`src/rtl/pca_cordic_pkg.sv`:
```
// pca_cordic_pkg -- shared constants and types for the CORDIC sin/cos stage.
//   ANGLE_W / TRIG_W : widths of the 2-theta input and the cos/sin outputs
//   IW_DEF / ITER_DEF: default datapath width and micro-rotation count
//   K_INV            : CORDIC gain compensation, 0.607253 in Fix16_14
//   ATAN_LUT         : round(atan(2^-i) * 8192), Fix16_13, i = 0..13
//   cordic_state_e   : FSM states (ST_ prefix keeps ST_ITER clear of the
//                      ITER parameter in the modules that import this)
package pca_cordic_pkg;

  localparam int ANGLE_W  = 8;
  localparam int TRIG_W   = 8;
  localparam int IW_DEF   = 16;
  localparam int ITER_DEF = 12;
  localparam int ITER_MAX = 14;

  localparam logic signed [15:0] K_INV = 16'sd9949;

  localparam logic signed [15:0] ATAN_LUT [ITER_MAX] = '{
    16'sd6434, 16'sd3798, 16'sd2007, 16'sd1019, 16'sd511, 16'sd256, 16'sd128,
    16'sd64,   16'sd32,   16'sd16,   16'sd8,    16'sd4,   16'sd2,   16'sd1
  };

  typedef enum logic [1:0] {
    ST_IDLE = 2'd0,
    ST_ITER = 2'd1,
    ST_DONE = 2'd2
  } cordic_state_e;

endpackage

```
`src/rtl/sincos_in_fifo.sv`:
```
// sincos_in_fifo -- 2-deep angle buffer in front of the CORDIC engine.
// The upstream unit cannot be stalled, so writes are unconditional; a write
// that finds the buffer full (with no pop in the same cycle) is dropped and
// sets a sticky overflow flag.
// Ports:
//   clk, rst_n        : clock, asynchronous active-low reset
//   wr_en, wr_data    : push request and angle
//   rd_en             : pop request (ignored when empty)
//   rd_data           : head entry (valid when !empty)
//   empty, full       : occupancy flags
//   overflow          : sticky, cleared only by reset
module sincos_in_fifo
  import pca_cordic_pkg::*;
(
  input  logic               clk,
  input  logic               rst_n,
  input  logic               wr_en,
  input  logic [ANGLE_W-1:0] wr_data,
  input  logic               rd_en,
  output logic [ANGLE_W-1:0] rd_data,
  output logic               empty,
  output logic               full,
  output logic               overflow
);

  logic [ANGLE_W-1:0] mem_reg [2];
  logic               wr_ptr_reg;
  logic               rd_ptr_reg;
  logic [1:0]         count_reg;
  logic [1:0]         count_next;
  logic               overflow_reg;
  logic               do_pop;
  logic               do_push;

  assign empty    = (count_reg == 2'd0);
  assign full     = (count_reg == 2'd2);
  assign rd_data  = mem_reg[rd_ptr_reg];
  assign overflow = overflow_reg;

  assign do_pop  = rd_en && !empty;
  // When full, a same-cycle pop frees the slot the write pointer aims at;
  // the popped value is read combinationally before the edge overwrites it.
  assign do_push = wr_en && (!full || do_pop);

  always_comb begin
    count_next = count_reg;
    case ({do_push, do_pop})
      2'b10:   count_next = count_reg + 2'd1;
      2'b01:   count_next = count_reg - 2'd1;
      default: count_next = count_reg;
    endcase
  end

  genvar gi;
  generate
    for (gi = 0; gi < 2; gi++) begin : g_mem
      always_ff @(posedge clk or negedge rst_n) begin
        if (!rst_n) begin
          mem_reg[gi] <= '0;
        end else if (do_push && (wr_ptr_reg == 1'(gi))) begin
          mem_reg[gi] <= wr_data;
        end
      end
    end
  endgenerate

  always_ff @(posedge clk or negedge rst_n) begin
    if (!rst_n) begin
      wr_ptr_reg   <= 1'b0;
      rd_ptr_reg   <= 1'b0;
      count_reg    <= 2'd0;
      overflow_reg <= 1'b0;
    end else begin
      count_reg <= count_next;
      if (do_push) wr_ptr_reg <= ~wr_ptr_reg;
      if (do_pop)  rd_ptr_reg <= ~rd_ptr_reg;
      if (wr_en && full && !do_pop) overflow_reg <= 1'b1;
    end
  end

endmodule

```
`src/rtl/jacobi_sincos.sv`:
```
// jacobi_sincos -- iterative rotation-mode CORDIC producing cos/sin of theta
// from the doubled angle 2*theta (Fix8_5). Results leave on a valid/ready
// handshake and are held stable while the consumer stalls.
// Build option: SINCOS_ROUND_EN -- round-half-up with positive saturation on
// the Fix16_14 -> Fix8_6 output conversion (default build truncates).
// Ports:
//   clk, rst_n          : clock, asynchronous active-low reset
//   in_valid, in_angle  : 2*theta sample, always accepted (buffered 2 deep)
//   out_valid, out_ready: result handshake
//   out_cos, out_sin    : cos/sin of theta, signed Fix8_6
//   busy                : FSM is not idle
//   overflow            : sticky, a sample was dropped on a full buffer
module jacobi_sincos
  import pca_cordic_pkg::*;
#(
  parameter int ITER = ITER_DEF,
  parameter int IW   = IW_DEF
) (
  input  logic               clk,
  input  logic               rst_n,
  input  logic               in_valid,
  input  logic [ANGLE_W-1:0] in_angle,
  output logic               out_valid,
  input  logic               out_ready,
  output logic [TRIG_W-1:0]  out_cos,
  output logic [TRIG_W-1:0]  out_sin,
  output logic               busy,
  output logic               overflow
);

  localparam int CW = $clog2(ITER_MAX + 1);

  cordic_state_e state_reg, state_next;

  logic [ANGLE_W-1:0] fifo_data;
  logic               fifo_empty;
  logic               fifo_full;
  logic               pop;
  logic               step;
  logic               last;

  logic signed [IW-1:0] x_reg, y_reg, z_reg;
  logic signed [IW-1:0] x_it, y_it, z_it;
  logic signed [IW-1:0] x_sh, y_sh, atan_val, z_load;
  logic [CW-1:0]        iter_cnt_reg;
  logic [TRIG_W-1:0]    out_cos_reg, out_sin_reg;
  logic [TRIG_W-1:0]    fmt_res [2];

  sincos_in_fifo u_fifo (
    .clk      (clk),
    .rst_n    (rst_n),
    .wr_en    (in_valid),
    .wr_data  (in_angle),
    .rd_en    (pop),
    .rd_data  (fifo_data),
    .empty    (fifo_empty),
    .full     (fifo_full),
    .overflow (overflow)
  );

  // Fix8_5 -> Fix16_13 needs <<< 8; shifting by 7 also halves 2*theta.
  assign z_load = $signed({{(IW-ANGLE_W){fifo_data[ANGLE_W-1]}}, fifo_data}) <<< 7;

  assign x_sh     = x_reg >>> iter_cnt_reg;
  assign y_sh     = y_reg >>> iter_cnt_reg;
  assign atan_val = IW'(ATAN_LUT[iter_cnt_reg]);

  // One micro-rotation; direction follows the sign of the residual angle.
  always_comb begin
    x_it = x_reg;
    y_it = y_reg;
    z_it = z_reg;
    if (!z_reg[IW-1]) begin
      x_it = x_reg - y_sh;
      y_it = y_reg + x_sh;
      z_it = z_reg - atan_val;
    end else begin
      x_it = x_reg + y_sh;
      y_it = y_reg - x_sh;
      z_it = z_reg + atan_val;
    end
  end

  // Output conversion of the final rotation result: index 0 = cos, 1 = sin.
  genvar gi;
  generate
    for (gi = 0; gi < 2; gi++) begin : g_fmt
`ifdef SINCOS_ROUND_EN
      logic [TRIG_W:0] rnd_sum;
      // Adding the first dropped bit to the kept bits equals adding half an
      // output LSB before truncation; the extra MSB catches +max wrap.
      assign rnd_sum = (gi == 0)
        ? ({x_it[IW-1], x_it[IW-1 -: TRIG_W]} + (TRIG_W+1)'(x_it[IW-TRIG_W-1]))
        : ({y_it[IW-1], y_it[IW-1 -: TRIG_W]} + (TRIG_W+1)'(y_it[IW-TRIG_W-1]));
      assign fmt_res[gi] = (rnd_sum[TRIG_W] != rnd_sum[TRIG_W-1])
        ? {1'b0, {(TRIG_W-1){1'b1}}}
        : rnd_sum[TRIG_W-1:0];
`else
      assign fmt_res[gi] = (gi == 0) ? x_it[IW-1 -: TRIG_W] : y_it[IW-1 -: TRIG_W];
`endif
    end
  endgenerate

  always_comb begin
    state_next = state_reg;
    pop        = 1'b0;
    step       = 1'b0;
    last       = 1'b0;
    case (state_reg)
      ST_IDLE: begin
        if (!fifo_empty) begin
          pop        = 1'b1;
          state_next = ST_ITER;
        end
      end
      ST_ITER: begin
        step = 1'b1;
        if (iter_cnt_reg == CW'(ITER - 1)) begin
          last       = 1'b1;
          state_next = ST_DONE;
        end
      end
      ST_DONE: begin
        if (out_ready) state_next = ST_IDLE;
      end
      default: state_next = ST_IDLE;
    endcase
  end

  always_ff @(posedge clk or negedge rst_n) begin
    if (!rst_n) begin
      state_reg <= ST_IDLE;
    end else begin
      state_reg <= state_next;
    end
  end

  always_ff @(posedge clk or negedge rst_n) begin
    if (!rst_n) begin
      x_reg        <= '0;
      y_reg        <= '0;
      z_reg        <= '0;
      iter_cnt_reg <= '0;
      out_cos_reg  <= '0;
      out_sin_reg  <= '0;
    end else if (pop) begin
      x_reg        <= IW'(K_INV);
      y_reg        <= '0;
      z_reg        <= z_load;
      iter_cnt_reg <= '0;
    end else if (step) begin
      x_reg        <= x_it;
      y_reg        <= y_it;
      z_reg        <= z_it;
      iter_cnt_reg <= iter_cnt_reg + CW'(1);
      // Capture on the final rotation so the outputs are ready with DONE.
      if (last) begin
        out_cos_reg <= fmt_res[0];
        out_sin_reg <= fmt_res[1];
      end
    end
  end

  assign out_valid = (state_reg == ST_DONE);
  assign busy      = (state_reg != ST_IDLE);
  assign out_cos   = out_cos_reg;
  assign out_sin   = out_sin_reg;

endmodule

```
`config.mk`:
```
export PLATFORM = sky130hd
export DESIGN_NAME = jacobi_sincos
export DESIGN_NICKNAME = d
export VERILOG_FILES = /design/src/rtl/pca_cordic_pkg.sv /design/src/rtl/sincos_in_fifo.sv /design/src/rtl/jacobi_sincos.sv
export SDC_FILE = /design/constraint.sdc
export NUM_CORES = 1
export LEC_CHECK = 0
export BUFFER_PORTS_ARGS = -buffer_cell sky130_fd_sc_hd__buf_2
export CORE_MARGIN = 2
export CORE_UTILIZATION = 31
export CTS_CLUSTER_DIAMETER = 50
export DETAILED_ROUTE_END_ITERATION = 7
export GPL_ROUTABILITY_DRIVEN = 0
export GPL_TIMING_DRIVEN = 0
export PLACE_DENSITY_LB_ADDON = 0.08
export SETUP_SLACK_MARGIN = 0.2
export SYNTH_ARGS = -nofsm -noshare
export SYNTH_HDL_FRONTEND = slang
export SYNTH_HIERARCHICAL = 1
export SYNTH_SLANG_ARGS = --single-unit
```
`constraint.sdc`:
```
create_clock -name clk -period 5.8 [get_ports clk]
set_clock_uncertainty 0.05 [all_clocks]
set_input_delay 0.87 -clock clk [delete_from_list [all_inputs] [get_ports clk]]
set_output_delay 0.87 -clock clk [all_outputs]
set_load 0.005 [all_outputs]
```
# [Yosys cells after proc, flatten, opt, wreduce, memory -nomap -nowiden]
# Memory sizes are Yosys's and may differ from the RTL's.
# Index checks and enable logic that the tools add are counted.
# Widths: inputs -> output; s select.
[word_totals] ff_bits=91 mem_bits_ro=256 inputBits=12 out_inout_bits=19 mem_count=1
[memory_table] memory="(name not given)" words=16 width=16 rd=1 rd_ports_with_merged_regs=0 wr=0 line_no="jacobi_sincos.sv:66" rtl="assign atan_val = IW'(ATAN_LUT[iter_cnt_reg]);"
[op_classes] addsub=9 n_lt_le_gt_ge=2 n_eq_ne=9 shifts=2 muxes=26 bitwise=5 n_reduce_logical=17
[op_table] operator="$mux 16" count=11
[op_table] operator="$add 16x16->16" count=3
[op_table] operator="$sub 16x16->16" count=3
[op_table] operator="$sshr 16x4->16" count=2
[op_table] operator="$mux 8" count=3
[op_table] operator="$mux 4" count=2
[op_table] operator="$eq 2x2->1 const B" count=3
[op_table] operator="$logic_and 1x1->1" count=6
[op_table] operator="$mux 2" count=3
[op_table] operator="$pmux 2 s3" count=1
[op_table] operator="$reduce_and 3->1" count=2
[op_table] operator="$reduce_bool 2->1" count=3
[op_table] operator="$ge 5x5->1 const B" count=1
[op_table] operator="$mux 1" count=5
[op_table] operator="$not 4->5" count=1
[op_table] operator="$add 4x1->4 const B" count=1
[op_table] operator="$eq 2x1->1 const B" count=2
[op_table] operator="$eq 4x4->1 const B" count=1
[op_table] operator="$logic_not 2->1" count=2
[op_table] operator="$ne 2x2->1 const B" count=2
[op_table] operator="$pmux 2 s2" count=1
[op_table] operator="$logic_not 1->1" count=3
[op_table] operator="$not 1->1" count=3
[op_table] operator="$add 2x1->2 const B" count=1
[op_table] operator="other kinds (5)" count=5

# [Longest topological paths before layout]
[depth] ltp_word=8 depth_mapped=22 depth_no_buf=20

# [Modules after synthesis]
# The synthesis kept the hierarchy.
[modules_own_cells] module="jacobi_sincos" instances=1 cells_per_inst=867 area_per_inst_um2=7498.4 seq_area_each_um2=1751.7
[modules_own_cells] module="sincos_in_fifo" instances=1 cells_per_inst=70 area_per_inst_um2=962.2 seq_area_each_um2=525.5

# [Least setup slack after synthesis]
# Ideal clock, no wire load.
[synth_timing] path_kind="flip-flop to flip-flop" from="reg iter_cnt_reg[1]" to="reg y_reg[15]" setup_ps=121 t_arrival_ps=4422 path_slack_ps=1207 stages_incl_launch_ff=20 cell_sequence="dfrtp_1 buf_2 inv_1 mux2i_1 mux2i_1 a221oi_1 ha_1 nand2_1 nor2_1 and2_1 a21oi_1 xnor2_1 ha_1 or4_1 o211ai_1 a21oi_1 a41oi_1 a211o_1 xnor3_1 a22o_1"
[synth_via] elab_chain_len=5 word_cells_on_any_way=6 classes_between="2 x add/sub; 1 x shift; 3 x mux"
[synth_rtl] item="start: declaration" line_no="jacobi_sincos.sv:45" rtl="logic [CW-1:0] iter_cnt_reg;"
[synth_rtl] item="start signal: assignment" line_no="jacobi_sincos.sv:155" rtl="iter_cnt_reg <= iter_cnt_reg + CW'(1);"
[synth_rtl] item="$sshr 16x4->16 *" line_no="jacobi_sincos.sv:64" rtl="assign x_sh = x_reg >>> iter_cnt_reg;"
[synth_rtl] item="$add 16x16->16 / $sub 16x16->16 (equally long branches)" line_no="jacobi_sincos.sv:75, jacobi_sincos.sv:79"
[synth_rtl] item="$mux 16 *" line_no="jacobi_sincos.sv:73" rtl="if (!z_reg[IW-1]) begin"
[synth_rtl] item="$mux 16 *" line_no="jacobi_sincos.sv:151" rtl="end else if (step) begin"
[synth_rtl] item="$mux 16 *" line_no="jacobi_sincos.sv:146" rtl="end else if (pop) begin"
[synth_rtl] item="end signal: assignment" line_no="jacobi_sincos.sv:153" rtl="y_reg <= y_it;"
[synth_rtl] item="end: declaration" line_no="jacobi_sincos.sv:42" rtl="logic signed [IW-1:0] x_reg, y_reg, z_reg;"
# Mark *: on every way between the ends. The rest lies on a longest branch, timed or not. The select of a mux whose other input is x is not followed.
# A chain may end at the register's enable or synchronous reset.

# [Worst setup path after layout]
[layout_timing] from="reg iter_cnt_reg[0]" to="reg x_reg[12]"
[layout_via] elab_chain_len=5 word_cells_on_any_way=6 classes_between="2 x add/sub; 1 x shift; 3 x mux"
[layout_rtl] item="$sshr 16x4->16 *" line_no="jacobi_sincos.sv:65" rtl="assign y_sh = y_reg >>> iter_cnt_reg;"
[layout_rtl] item="$sub 16x16->16 / $add 16x16->16 (equally long branches)" line_no="jacobi_sincos.sv:74, jacobi_sincos.sv:78"
[layout_rtl] item="$mux 16 *" line_no="jacobi_sincos.sv:73"
[layout_rtl] item="$mux 16 *" line_no="jacobi_sincos.sv:151"
[layout_rtl] item="$mux 16 *" line_no="jacobi_sincos.sv:146"
[layout_rtl] item="end signal: assignment" line_no="jacobi_sincos.sv:147" rtl="x_reg <= IW'(K_INV);"
[layout_rtl] item="end signal: assignment" line_no="jacobi_sincos.sv:152" rtl="x_reg <= x_it;"
[layout_rtl] item="end: declaration" line_no="jacobi_sincos.sv:42"
# Marked as above.

==> flow_summary_export.csv <==
group,metric,value,unit
grt,first_global_vias,7067,
grt,antenna_found_initial,0,
run_status,status,"complete, no violations",
route,vias_per_cell,5.42,
route,wl,27.6,mm
layout,finish.instance_area,0.00943,sq mm
worst_setup_path,worstSetupPathType,"reg -> reg",
sta,hold_viol,0,
layout,insertedDiodeCount,0,
placed_design,placed_area,0.00906,sq mm
grt,grt_max_degree,62,
layout,area_growth,11.5,%
logic_synthesis,synth_area,0.00846,sq mm
grt,track_usage,19.9,%
worst_setup_path,crit_fanout,10,
sta,fin_ws,0.526,ns
worst_setup_path,crit_required,5.96,ns
die,start_util,31.5,%
logic_synthesis,syn_area_per_cell,9.04,sq um
route,initialDrtViolationCount,524,
clocking,clock-sinks,91,
sta,max_clock_freq,190,MHz
sta,relSlewSlack,29.5,%
clocking,hold_buffers,0,
layout,regArea,0.00228,sq mm
die,ios,31,
worst_setup_path,worstRegToRegCells,19,
die,die_w,169,um
route,first_pass_iters,5,
route,via_count,7191,
worst_hold_path,hold_path_class,"in -> async",
layout,fillers,2824,
sta,finalSetupViolCount,0,
clocking,cts_tree,"built",
layout,drive_gt1_share,15.0,%
placed_design,place.port_buffers,30,
worst_setup_path,cpPeakStageDelay,0.71,ns
clocking,htree_levels,3,
worst_setup_path,cp_num_buf_inv,3,
grt,overflow,0,
sta,setup_tns,0,ns
route,drtAntennaViolNets,0,
worst_setup_path,cp_slowest_cell,"mux4_1",
layout,fin_nets,1057,
clocking,cts_buffers,9,
worst_setup_path,path_depth,19,
job,drv_cap,0,
route,drc_errors,0,
worst_setup_path,cp-start-kind,"flip-flop",
sta,worst_pin_slew,1.06,ns
route,wl_per_cell,20.8,um
worst_setup_path,critPathTopFamily,"compound AO/OA/AOI/OAI gates",
logic_synthesis,syn-num-nets,1013,
worst_setup_path,crit_chain,"buf_6 -> buf_12 -> buf_12 -> mux4_1 -> mux2i_1 -> mux2_2 -> ha_1 -> nor2_1 -> xor2_1 -> ha_1 -> nor2b_1 -> o21ai_0 -> a21boi_0 -> o21a_1 -> o21a_1 -> o21ba_2 -> o31ai_1 -> nor3b_1 -> o31ai_1",
placed_design,hpwl,20.7,mm
die,core-area,0.0269,sq mm
die,num_rows,60,
placed_design,pre_cts_slack,-0.00258,ns
sta,timing.final.crit_share,90.9,%
logic_synthesis,yosys_warnings,6,
clocking,clk_path_buf_depth,2,
die,fp.dieArea,0.0286,sq mm
layout,multi_input_area,0.00582,sq mm
worst_setup_path,worstPathArrival,5.44,ns
clocking,clk_latency,0.37,ns
logic_synthesis,syn_inst,936,
grt,grt_pass1_wl,43.4,mm
clocking,path_clk_slew,0.09,ns
sta,rsz0062_at_grt,"true",
die,die_h,169,um
worst_setup_path,end_kind,"flip-flop",
sta,drv_slew,0,
clocking,cts_root_buf,"clkbuf_16",
sta,period_minus_slack,5.27,ns
-- what timing repair did --
item / in CTS / in global routing
pin swaps: 0 / 1
resized for setup: 2 / 18
setup endpoints to repair: 3 / 9
setup buffers: 0 / 2
-- through the flow --
stage | cells | util [%] | hold slack, ns
6_report | 1326 | 35.1 | 0.388
5_1_grt | 1326 | 35.1 | 0.425
4_1_cts | 1324 | 34.9 | 0.407
3_5_place_dp | 1308 | 33.7 | 0.394
3_3_place_gp | 1307 | 33.6 | 0.387
2_1_floorplan | 936 | - | 0.401
-- cell usage in the layout, fill, tap and decap left out, types with 6 or more instances in the layout --
master     instances
xor2_1            33
o211ai_1          11
nor2_1            74
nor3_1            22
nand3_1           33
a31oi_1           13
nand2_1           77
mux4_1            14
mux4_2            13
xnor2_1           36
a21o_1             6
mux2_2            45
inv_1             35
ha_1              62
clkbuf_16          9
o21a_1            15
clkbuf_1          35
mux2i_1           18
nor2b_1           11
a211oi_1           7
or3_1              8
o31ai_1           10
o21ai_0           79
dfrtp_1           90
and3_1             6
nand2b_1          15
clkbuf_2           6
buf_2             30
a21oi_1           58
-- metal layers --
metal  wire length (um)  GRT usage (%)
met1              13800           28.9
met2              12400           31.6
met4                488           4.68
met5                  0              0
met3                909           2.22
-- cell type report --
type | count | share of cell area [%]
multi-input combinational | 756 | 61.7
sequential | 91 | 24.2
tap | 341 | 4.52
buffer | 50 | 2.71
clock buffer | 9 | 2.39
timing repair buffer | 33 | 2.07
inverter | 39 | 1.63
clock inverter | 7 | 0.809
-- worst paths after layout --
check	startpoint	slack, ns	to
min	rst_n	0.39	z_reg[3]
max reg2reg	iter_cnt_reg[0]	0.53	x_reg[12]
max	iter_cnt_reg[0]	0.53	x_reg[12]
min in group clk	u_fifo/overflow	0.41	u_fifo/overflow
max in group asynchronous	rst_n	4.60	iter_cnt_reg[1]
min reg2reg	u_fifo/overflow	0.41	u_fifo/overflow
Power is left out: the tool's default activity adds up to more than one toggle a clock period on the data nets, which glitch-free logic cannot reach.
